## src/rtl/nibble_serial_adder.sv

```systemverilog
`default_nettype none
// ============================================================================
// Module   : nibble_serial_adder
// Purpose  : Multi-cycle WIDTH-bit adder/subtractor sequencer. It wraps an
//            external 4-bit carry-lookahead adder and walks it across the
//            operands one nibble per cycle, LSB first, chaining the carry.
// Ports    : clk, rst_n          - clock (rising edge), async active-low reset
//            in_valid/in_ready   - operand handshake (in_a, in_b, in_cin, in_sub)
//            cla_a/cla_b/cla_cin - nibble operands and carry toward the CLA
//            cla_s/cla_cout      - CLA result, combinational from cla_*
//            out_valid/out_ready - result handshake (out_sum, out_cout, out_ovf)
// Revision : 1.0 - initial release
// ============================================================================
module nibble_serial_adder #(
  parameter int WIDTH = 16
) (
  input  logic             clk,
  input  logic             rst_n,
  input  logic             in_valid,
  output logic             in_ready,
  input  logic [WIDTH-1:0] in_a,
  input  logic [WIDTH-1:0] in_b,
  input  logic             in_cin,
  input  logic             in_sub,
  output logic [3:0]       cla_a,
  output logic [3:0]       cla_b,
  output logic             cla_cin,
  input  logic [3:0]       cla_s,
  input  logic             cla_cout,
  output logic             out_valid,
  input  logic             out_ready,
  output logic [WIDTH-1:0] out_sum,
  output logic             out_cout,
  output logic             out_ovf
);

  localparam int NIB  = WIDTH / 4;
  localparam int IDXW = (NIB > 1) ? $clog2(NIB) : 1;
  localparam logic [IDXW-1:0] c_LAST_IDX = IDXW'(NIB - 1);

  localparam logic [1:0] S_IDLE = 2'd0;
  localparam logic [1:0] S_RUN  = 2'd1;
  localparam logic [1:0] S_DONE = 2'd2;

  logic [1:0]       r_state;
  logic [IDXW-1:0]  r_idx;
  logic [WIDTH-1:0] r_a;
  logic [WIDTH-1:0] r_b;     // effective B: already inverted for subtraction
  logic [WIDTH-1:0] r_sum;
  logic             r_carry;

  logic             w_run;
  logic             w_done;
  logic [3:0]       w_a_nib;
  logic [3:0]       w_b_nib;

  assign w_run  = (r_state == S_RUN);
  assign w_done = (r_state == S_DONE);

  // Nibble select from the operand registers only, so the CLA never sees a
  // combinational path from the upstream inputs.
  always_comb begin
    w_a_nib = 4'd0;
    w_b_nib = 4'd0;
    for (int n = 0; n < NIB; n++) begin
      if (r_idx == IDXW'(n)) begin
        w_a_nib = r_a[4*n +: 4];
        w_b_nib = r_b[4*n +: 4];
      end
    end
  end

  assign cla_a   = w_run ? w_a_nib : 4'd0;
  assign cla_b   = w_run ? w_b_nib : 4'd0;
  assign cla_cin = w_run ? r_carry : 1'b0;

  assign in_ready  = (r_state == S_IDLE);
  assign out_valid = w_done;
  assign out_sum   = w_done ? r_sum : '0;
  assign out_cout  = w_done ? r_carry : 1'b0;
  // Signed overflow: both addends share a sign and the result sign differs.
  assign out_ovf   = w_done & (r_a[WIDTH-1] == r_b[WIDTH-1]) &
                     (r_sum[WIDTH-1] != r_a[WIDTH-1]);

  always_ff @(posedge clk or negedge rst_n) begin
    if (!rst_n) begin
      r_state <= S_IDLE;
      r_idx   <= '0;
      r_a     <= '0;
      r_b     <= '0;
      r_sum   <= '0;
      r_carry <= 1'b0;
    end else begin
      case (r_state)
        S_IDLE: begin
          if (in_valid) begin
            r_a     <= in_a;
            r_b     <= in_sub ? ~in_b : in_b;
            // Subtraction is A + ~B + 1; in_cin only matters when adding.
            r_carry <= in_sub | in_cin;
            r_idx   <= '0;
            r_state <= S_RUN;
          end
        end
        S_RUN: begin
          for (int n = 0; n < NIB; n++) begin
            if (r_idx == IDXW'(n)) begin
              r_sum[4*n +: 4] <= cla_s;
            end
          end
          r_carry <= cla_cout;
          if (r_idx == c_LAST_IDX) begin
            r_idx   <= '0;
            r_state <= S_DONE;
          end else begin
            r_idx <= r_idx + 1'b1;
          end
        end
        S_DONE: begin
          if (out_ready) begin
            r_state <= S_IDLE;
          end
        end
        default: begin
          r_state <= S_IDLE;
        end
      endcase
    end
  end

endmodule
`default_nettype wire

```

## config.mk

```make
export PLATFORM = sky130hd
export DESIGN_NAME = nibble_serial_adder
export DESIGN_NICKNAME = d
export VERILOG_FILES = /design/src/rtl/nibble_serial_adder.sv
export SDC_FILE = /design/constraint.sdc
export NUM_CORES = 1
export LEC_CHECK = 0
export CAP_MARGIN = 25
export CORE_UTILIZATION = 52
export DETAILED_ROUTE_END_ITERATION = 16
export PLACE_DENSITY = 0.85
export SETUP_SLACK_MARGIN = 0.05
export SYNTH_ARGS = -nofsm -noshare
export SYNTH_HDL_FRONTEND = slang
export SYNTH_SLANG_ARGS = --single-unit
```

## constraint.sdc

```tcl
create_clock -name clk -period 2.4 [get_ports clk]
set_clock_uncertainty 0.2 [all_clocks]
set_input_delay 0.24 -clock clk [delete_from_list [all_inputs] [get_ports clk]]
set_output_delay 0.24 -clock clk [all_outputs]
set_load 0.1 [all_outputs]
```

# Yosys cells after proc, flatten, opt, wreduce, memory -nomap -nowiden
# Cells that the tools add are included.
word_totals:
  register_bits: 53
  input_bits: 43
  output_inout_bits: 29
classes:
  add_sub_neg: 1
  n_eq_ne: 10
  muxes: 23
  bitwise_logic: 4
  n_reduce_logical: 10
ops:
  columns: ["op", "count"]
  rows:
  - ["4-bit two-way mux", 10]
  - ["16-bit two-way mux", 2]
  - ["16-bit NOT", 1]
  - ["2-bit AND reduction", 6]
  - ["2-bit two-way mux", 5]
  - ["2-bit == test (second input constant)", 3]
  - ["2-bit one-hot mux with 3 select lines", 1]
  - ["2-bit by 1-bit == test with 1-bit output (second input constant)", 2]
  - ["2-bit logical NOT", 2]
  - ["2-bit != test (second input constant)", 2]
  - ["2-bit one-hot mux with 2 select lines", 1]
  - ["1-bit two-way mux", 3]
  - ["3-bit AND reduction", 1]
  - ["2-bit by 1-bit adder with 2-bit output (second input constant)", 1]
  - ["1-bit bitwise AND", 2]
  - ["2-bit by 1-bit != test with 1-bit output (second input constant)", 1]
  - ["1-bit one-hot mux with 2 select lines", 1]
  - ["2-bit nonzero test", 1]
  - ["1-bit == test", 1]
  - ["1-bit != test", 1]
  - ["1-bit bitwise OR", 1]

# Depth between registers and ports, before layout
# Gate-level depths: netlist (run 1).
logic_depth:
  word_depth: 6
  depth_mapped: 6
  depth_no_buf: 5

# Worst setup path before layout (run 1)
# OpenSTA, ideal clock, no wires.
synth_timing:
  kind: "reg2out"
  startpoint: "register r_idx[0]"
  endpoint: "output port cla_a[0]"
  arrival_ps: 4207
  required_ps: 1960
  setup_slack_ps: -2247
  path_stages_with_launch: 7
  path_buffers: 1
  path_cell_list: "dfrtp_1 > inv_1 > ha_1 > nor2b_1 > clkbuf_1 > a221oi_1 > o41ai_1"
synth_between:
  elab_chain_len: 6
  word_cells_on_any_way: 9
synth_rtl:
  columns: ["element", "line_no", "rtl"]
  rows:
  - ["from (decl)", "46", "logic [IDXW-1:0] r_idx;"]
  - ["from (signal assigned)", "116", "r_idx <= r_idx + 1'b1;"]
  - ["2-bit logical NOT", "66", "if (r_idx == IDXW'(n)) begin"]
  - ["4-bit two-way mux (3 in series)", "66", null]
  - ["4-bit two-way mux *", "66", null]
  - ["4-bit two-way mux *", "73", "assign cla_a = w_run ? w_a_nib : 4'd0;"]
  - ["to (decl)", "25", "output logic [3:0] cla_a,"]
# Mark *: on every way between the ends. The rest lies on a longest branch, timed or not.

# Worst setup path in the final report (run 1)
layout_timing:
  startpoint: "register r_idx[0]"
  endpoint: "output port cla_b[3]"
layout_between:
  elab_chain_len: 6
  word_cells_on_any_way: 9
layout_rtl:
  columns: ["element", "line_no", "rtl"]
  rows:
  - ["2-bit logical NOT", "66", null]
  - ["4-bit two-way mux (3 in series)", "66", null]
  - ["4-bit two-way mux *", "66", null]
  - ["4-bit two-way mux *", "74", "assign cla_b = w_run ? w_b_nib : 4'd0;"]
  - ["to (decl)", "26", "output logic [3:0] cla_b,"]
# Marked as above.

==> results of run 1 <==
## stage by stage
stage,power (mW),cell area [um^2],util
after floorplan,4.36,2930,-
after global placement,5.30,3930,0.821
after detailed placement,5.44,3930,0.821
after CTS,6.13,4110,0.859
after global routing,6.45,4120,0.860
final,6.18,4120,0.860
## cells by family (layout without fill, tap and decap cells)
logic type | after synthesis | after routing
and+or+nand+nor | 118 | 118
DFF | 53 | 53
AOI/OAI and AO/OA | 39 | 39
buffers and inverters | 21 | 97
xor gates and xnor gates | 16 | 16
muxes | 16 | 16
adders and majority gates | 4 | 4
## worst max path at each step
stage / start / end / slack (ns) / cells past startpoint
2_1_floorplan: r_idx[0]$_DFFE_PN0P_ / cla_a[0] / -0.12 / 5
3_3_place_gp: r_idx[1]$_DFFE_PN0P_ / cla_b[1] / 0.26 / 6
3_5_place_dp: r_idx[1]$_DFFE_PN0P_ / cla_b[0] / 0.20 / 6
4_1_cts: r_idx[0]$_DFFE_PN0P_ / cla_b[1] / -0.006 / 7
5_1_grt: r_idx[0]$_DFFE_PN0P_ / cla_b[3] / -0.02 / 7
6_report: r_idx[0]$_DFFE_PN0P_ / cla_b[3] / 0.02 / 7
## area by class of cell
| class | instances | area [um^2] | area share |
|---|---|---|---|
| inverters | 3 | 13.8 | 0.00334 |
| flip-flops and latches | 53 | 1330 | 0.322 |
| clock buffers | 8 | 80.1 | 0.0194 |
| well taps | 67 | 83.8 | 0.0204 |
| repair buffers | 86 | 1130 | 0.274 |
| multi-input cells | 193 | 1490 | 0.361 |
## power groups by stage
| stage | Combinational [mW] | Clock, mW | Sequential [mW] |
|---|---|---|---|
| 6_report | 3.99 | 0.491 | 1.70 |
| 4_1_cts | 3.96 | 0.497 | 1.68 |
| 2_1_floorplan | 2.77 | 0 | 1.58 |
| 3_3_place_gp | 3.64 | 0 | 1.66 |
| 3_5_place_dp | 3.75 | 0 | 1.69 |
| 5_1_grt | 4.17 | 0.545 | 1.73 |
## routing by layer
| metal | part of all wire | wire, um | GRT usage |
|---|---|---|---|
| met5 | 0 | 0 | 0 |
| met1 | 0.41 | 2890 | 0.352 |
| met4 | 0.047 | 327 | 0.176 |
| met2 | 0.50 | 3500 | 0.467 |
| met3 | 0.044 | 308 | 0.0552 |
## worst reg2reg max path, delay by kind of cell (launching register included)
family / cells / cell delay (ns)
and+or+nand+nor: 1 / 0.22
DFF: 1 / 0.45
muxes: 1 / 0.38
buffers and inverters: 2 / 0.31
adders and majority gates: 1 / 0.19
## registers in the layout, indices dropped and copies added, names as in the netlist
signal,cells
r_a,16
r_idx,2
r_sum,16
r_state,2
r_carry,1
r_b,16
## cells in the mapped netlist (all sizes together)
| library cell | count | area [um^2] |
|---|---|---|
| a21o | 1 | 7.51 |
| a21oi | 2 | 10.0 |
| a221o | 1 | 10.0 |
| a221oi | 7 | 61.3 |
| a32o | 1 | 10.0 |
| and2 | 18 | 113 |
| and2b | 1 | 7.51 |
| buf | 12 | 77.6 |
| clkbuf | 6 | 22.5 |
| dfrtp | 53 | 1330 |
| ha | 4 | 50.1 |
| inv | 3 | 11.3 |
| mux2 | 16 | 180 |
| nand2 | 71 | 267 |
| nand2b | 2 | 12.5 |
| nand3 | 7 | 35.0 |
| nand3b | 1 | 7.51 |
| nor2 | 5 | 18.8 |
| nor2b | 9 | 56.3 |
| nor3 | 2 | 10.0 |
| nor3b | 1 | 12.5 |
| o21ai | 19 | 95.1 |
| o31ai | 1 | 7.51 |
| o41ai | 7 | 61.3 |
| or3b | 1 | 8.76 |
| xnor2 | 16 | 140 |
## repair_timing
action | in CTS | in global routing
pin swaps | 3 | 1
buffers inserted | 6 | 1
setup endpoints to repair | 7 | 8
hold endpoints to repair | 25 | 0
gates resized for setup | 6 | 1
hold buffers | 1 | 0
==> impl_metrics.py, run 1 <==
metrics = {
    "route": {
        "drt_iter0_markers": 119,
        "drt-vias-per-instance": 5.54,
        "postRouteAntennaNets": 0,
        "drtPass1Iterations": 4,
        "drt_wl_total_um": 7030,
        "vias": 2270,
        "wl_per_cell_um": 17.1,
        "drcViolationCount": 0,
    },
    "setup_path": {
        "slowest_delay_ns": 0.45,
        "crit_type": "reg2out",
        "start_kind": "register",
        "path_buf_inv": 3,
        "crit_slowest_cell": "dfrtp_2",
        "reg2reg_slack_ns": 0.55,
        "path_common_cell": "buf_12",
        "end_kind": "primary output",
        "timing.rr.start": "r_idx[0]$_DFFE_PN0P_",
        "r2r_cells": 5,
        "crit_path_cell_trace": "buf_6, ha_4, nor2b_4, buf_12, a221oi_2, o41ai_4, buf_12",
        "cp_data_arrival_time_ns": 1.94,
        "r2r-end": "r_sum[14]$_DFFE_PN0P_",
        "crit_fanout": 7,
        "cp_top_family": "buffers and inverters",
        "required_ns": 1.96,
    },
    "clock_tree": {
        "cts_inserted_buffers": 5,
        "worstSkewPairLatency_ns": 0.30,
        "cts_sinks": 53,
        "ctsRootBufferMaster": "clkbuf_8",
        "clkTransAtPathRegs_ns": 0.09,
        "cts_tree": "built",
        "cts_buffer_depth": 2,
        "htree_levels": 2,
    },
    "timing": {
        "finalSetupViolCount": 0,
        "grt_setup_unrepaired": "yes",
        "fin_setup_tns_ns": 0,
        "worstMarginPinSlew_ns": 0.619,
        "min_period_over_period": 0.990,
        "maxSlewHeadroom": 0.587,
        "report.final.slew_viol_count": 0,
        "clock.fmax_mhz": 421,
        "layout_min_cycle_time_ns": 2.38,
        "hold-worst-slack_ns": 0.252,
        "worst_slack_ns": 0.0248,
        "report.final.hold_viol_count": 0,
    },
    "final_layout": {
        "final_cell_mix": "nand2_1, dfrtp_1, clkdlybuf4s50_1, buf_12, o21ai_0",
        "layout_commonest_cell": "nand2_1",
        "fin_cells": 410,
        "nets": 389,
        "area_delta_synth_final_pct": 57.2,
        "drive_gt1_frac": 0.312,
        "diodes": 0,
        "fill_cells": 234,
    },
    "global_route": {
        "first_global_vias": 2247,
        "antenna_found_initial": 0,
        "grt_pass1_wl_um": 11200,
        "grt_max_degree": 51,
        "grt_overflow_total": 0,
        "grt_usage": 0.287,
    },
    "floorplanning": {
        "die_w_um": 73.0,
        "die_area_mm2": 0.00532,
        "io_pins": 72,
        "die_y_um": 73.0,
        "start_util": 0.547,
        "rows": 25,
        "coreArea_mm2": 0.00479,
    },
    "synthesis": {
        "synth_xor_area_frac": 0.0535,
        "synthCells": 267,
        "synth_area_mm2": 0.00262,
        "syn_nets": 314,
        "synth_top_family_by_area": "simple AND/OR/NAND/NOR gates",
        "synth.avg_cell_area_um2": 9.81,
        "synthAdderAreaFrac": 0.0191,
        "ys_types": 28,
        "ys_ff_latch": 53,
        "synth_compound_area_frac": 0.100,
        "yosysWarningCount": 0,
        "synth_mux_area_frac": 0.0688,
        "yosysSeqAreaShare": 0.506,
        "synth_simple_gate_area_frac": 0.209,
    },
    "min_path": {
        "worstHoldEndpoint": "r_a[13]$_DFFE_PN0P_",
        "hold_depth": 3,
        "hp-start": "in_a[13]",
        "min_path_type": "in2reg",
    },
    "pwr": {
        "switching_share": 0.493,
        "ir_drop_v": 0.00122,
        "p_per_area_mw_per_mm2": 1500,
        "switching_power_mw": 3.05,
        "p_clk_frac": 0.079,
        "p_leak_nw": 1.79,
        "combPwrFrac": 0.646,
        "intPower_mw": 3.13,
        "sequentialPowerShare": 0.275,
    },
    "status": {
        "status": "finished, final reports clean",
    },
    "flow_run": {
        "cap_violations": 0,
    },
    "placement": {
        "dp.cells": 394,
        "hpwlAfterDp_um": 4750,
        "portBuffers": 71,
        "place_ws_ns": 0.197,
        "gp_congestion": 0.802,
    },
}
No activity file was read; power rests on OpenSTA's default activity.
==> inputs of run 2 (changes only) <==
SKIP_CTS_REPAIR_TIMING = 1   (was default)
==> impl_metrics.py, run 2 (same netlist as run 1, synthesis figures left out) <==
metrics = {
    "setup_path": {
        "r2r_cells": 4,
        "crit_slowest_cell": "dfrtp_1",
        "path_buf_inv": 3,
        "slowest_delay_ns": 0.46,
        "crit_type": "reg2out",
        "r2r-end": "r_sum[14]$_DFFE_PN0P_",
        "end_kind": "primary output",
        "crit_path_cell_trace": "inv_2, ha_4, nor2b_4, buf_12, a221oi_2, o41ai_4, buf_12",
        "required_ns": 1.96,
        "crit_fanout": 7,
        "start_kind": "register",
        "path_common_cell": "buf_12",
        "timing.rr.start": "r_idx[0]$_DFFE_PN0P_",
        "cp_top_family": "buffers and inverters",
        "cp_data_arrival_time_ns": 1.98,
        "reg2reg_slack_ns": 0.57,
    },
    "pwr": {
        "p_leak_nw": 1.79,
        "p_per_area_mw_per_mm2": 1500,
        "sequentialPowerShare": 0.278,
        "switching_share": 0.495,
        "p_clk_frac": 0.081,
        "switching_power_mw": 3.05,
        "intPower_mw": 3.11,
        "ir_drop_v": 0.00125,
        "combPwrFrac": 0.641,
        "power_mw": 6.16,
    },
    "global_route": {
        "grt_usage": 0.272,
        "grt_max_degree": 51,
        "grt_overflow_total": 0,
        "first_global_vias": 2164,
        "grt_pass1_wl_um": 10700,
        "antenna_found_initial": 0,
    },
    "clock_tree": {
        "cts_inserted_buffers": 5,
        "cts_sinks": 53,
        "cts_buffer_depth": 2,
        "htree_levels": 2,
        "worstSkewPairLatency_ns": 0.31,
        "clkTransAtPathRegs_ns": 0.09,
        "cts_tree": "built",
        "ctsRootBufferMaster": "clkbuf_8",
    },
    "route": {
        "wl_per_cell_um": 17.6,
        "postRouteAntennaNets": 0,
        "vias": 2250,
        "drcViolationCount": 0,
        "drtPass1Iterations": 4,
        "drt_iter0_markers": 142,
        "drt_wl_total_um": 7210,
        "drt-vias-per-instance": 5.49,
    },
    "placement": {
        "gp_congestion": 0.802,
        "portBuffers": 71,
        "hpwlAfterDp_um": 4750,
    },
    "floorplanning": {
        "rows": 25,
        "coreArea_mm2": 0.00479,
        "die_area_mm2": 0.00532,
        "die_w_um": 73.0,
        "io_pins": 72,
        "die_y_um": 73.0,
        "start_util": 0.547,
    },
    "final_layout": {
        "final_util": 0.857,
        "diodes": 0,
        "drive_gt1_frac": 0.309,
        "area_delta_synth_final_pct": 56.6,
        "fill_cells": 237,
        "nets": 389,
        "final_cell_mix": "nand2_1, dfrtp_1, clkdlybuf4s50_1, buf_12, o21ai_0",
        "layout_commonest_cell": "nand2_1",
        "reg_top3": "r_a x16, r_b x16, r_sum x16",
    },
    "min_path": {
        "min_path_type": "in2reg",
        "hp-start": "in_a[13]",
        "hold_depth": 3,
        "worstHoldEndpoint": "r_a[13]$_DFFE_PN0P_",
    },
    "timing": {
        "min_period_over_period": 1.01,
        "report.final.slew_viol_count": 0,
        "fin_setup_tns_ns": -0.0379,
        "worstMarginPinSlew_ns": 0.628,
        "maxSlewHeadroom": 0.581,
        "clock.fmax_mhz": 414,
        "grt_setup_unrepaired": "yes",
        "hold-worst-slack_ns": 0.252,
        "worst_slack_ns": -0.0168,
        "layout_min_cycle_time_ns": 2.42,
        "report.final.hold_viol_count": 0,
        "finalSetupViolCount": 4,
    },
    "flow_run": {
        "cap_violations": 0,
    },
    "status": {
        "status": "finished with violations",
        "violations": "negative setup slack",
    },
}
run 2: cell types whose count changed in the layout (fill, tap and decap cells not counted):
| cell | change |
|---|---|
| a221oi_2 | +1 |
| a221oi_4 | -1 |
| buf_4 | +1 |
| buf_6 | -1 |
| ha_1 | +1 |
| ha_2 | -1 |
run 2: area by class of cell:
type                    count  area (um^2)  share of cell area
multi-input cells         193         1470               0.359
flip-flops and latches     53         1330               0.324
repair buffers             86         1120               0.274
well taps                  67         83.8              0.0204
clock buffers               8         80.1              0.0195
inverters                   3         13.8             0.00336
run 2: worst min-delay path, cell delays in order:
cell and delay, ns:
clkdlybuf4s50_1 0.40, nand2_1 0.05, nand2_1 0.04
run 2: how the worst max path moves through the flow:
stage | startpoint | endpoint | slack [ns] | cells past startpoint
after global routing | r_idx[1]$_DFFE_PN0P_ | cla_b[3] | -0.06 | 7
after floorplan | r_idx[0]$_DFFE_PN0P_ | cla_a[0] | -0.12 | 5
after CTS | r_idx[1]$_DFFE_PN0P_ | cla_b[0] | -0.17 | 6
after detailed placement | r_idx[1]$_DFFE_PN0P_ | cla_b[0] | 0.20 | 6
final | r_idx[1]$_DFFE_PN0P_ | cla_b[3] | -0.02 | 7
after global placement | r_idx[1]$_DFFE_PN0P_ | cla_b[1] | 0.26 | 6
run 2: per-layer routing:
layer / vias to the layer above / share of wire / track usage
met5: - / 0 / 0
met4: 0 / 0.026 / 0.107
met3: 17 / 0.045 / 0.0497
met2: 86 / 0.54 / 0.481
met1: 1106 / 0.39 / 0.329
li1: 1041 / - / -
run 2: power by group through the flow:
stage	clock network (mW)	registers (mW)	logic, mW
final	0.498	1.72	3.95
after global routing	0.547	1.75	4.13
after CTS	0.497	1.68	3.79
after detailed placement	0	1.69	3.75
after global placement	0	1.66	3.64
after floorplan	0	1.58	2.77
run 2: through the flow:
step           setup slack [ns]  instances  instance area, um^2
2_1_floorplan            -0.117        267                 2930
3_3_place_gp              0.259        394                 3930
3_5_place_dp              0.197        394                 3930
4_1_cts                  -0.170        402                 4010
5_1_grt                 -0.0594        410                 4100
6_report                -0.0168        410                 4100
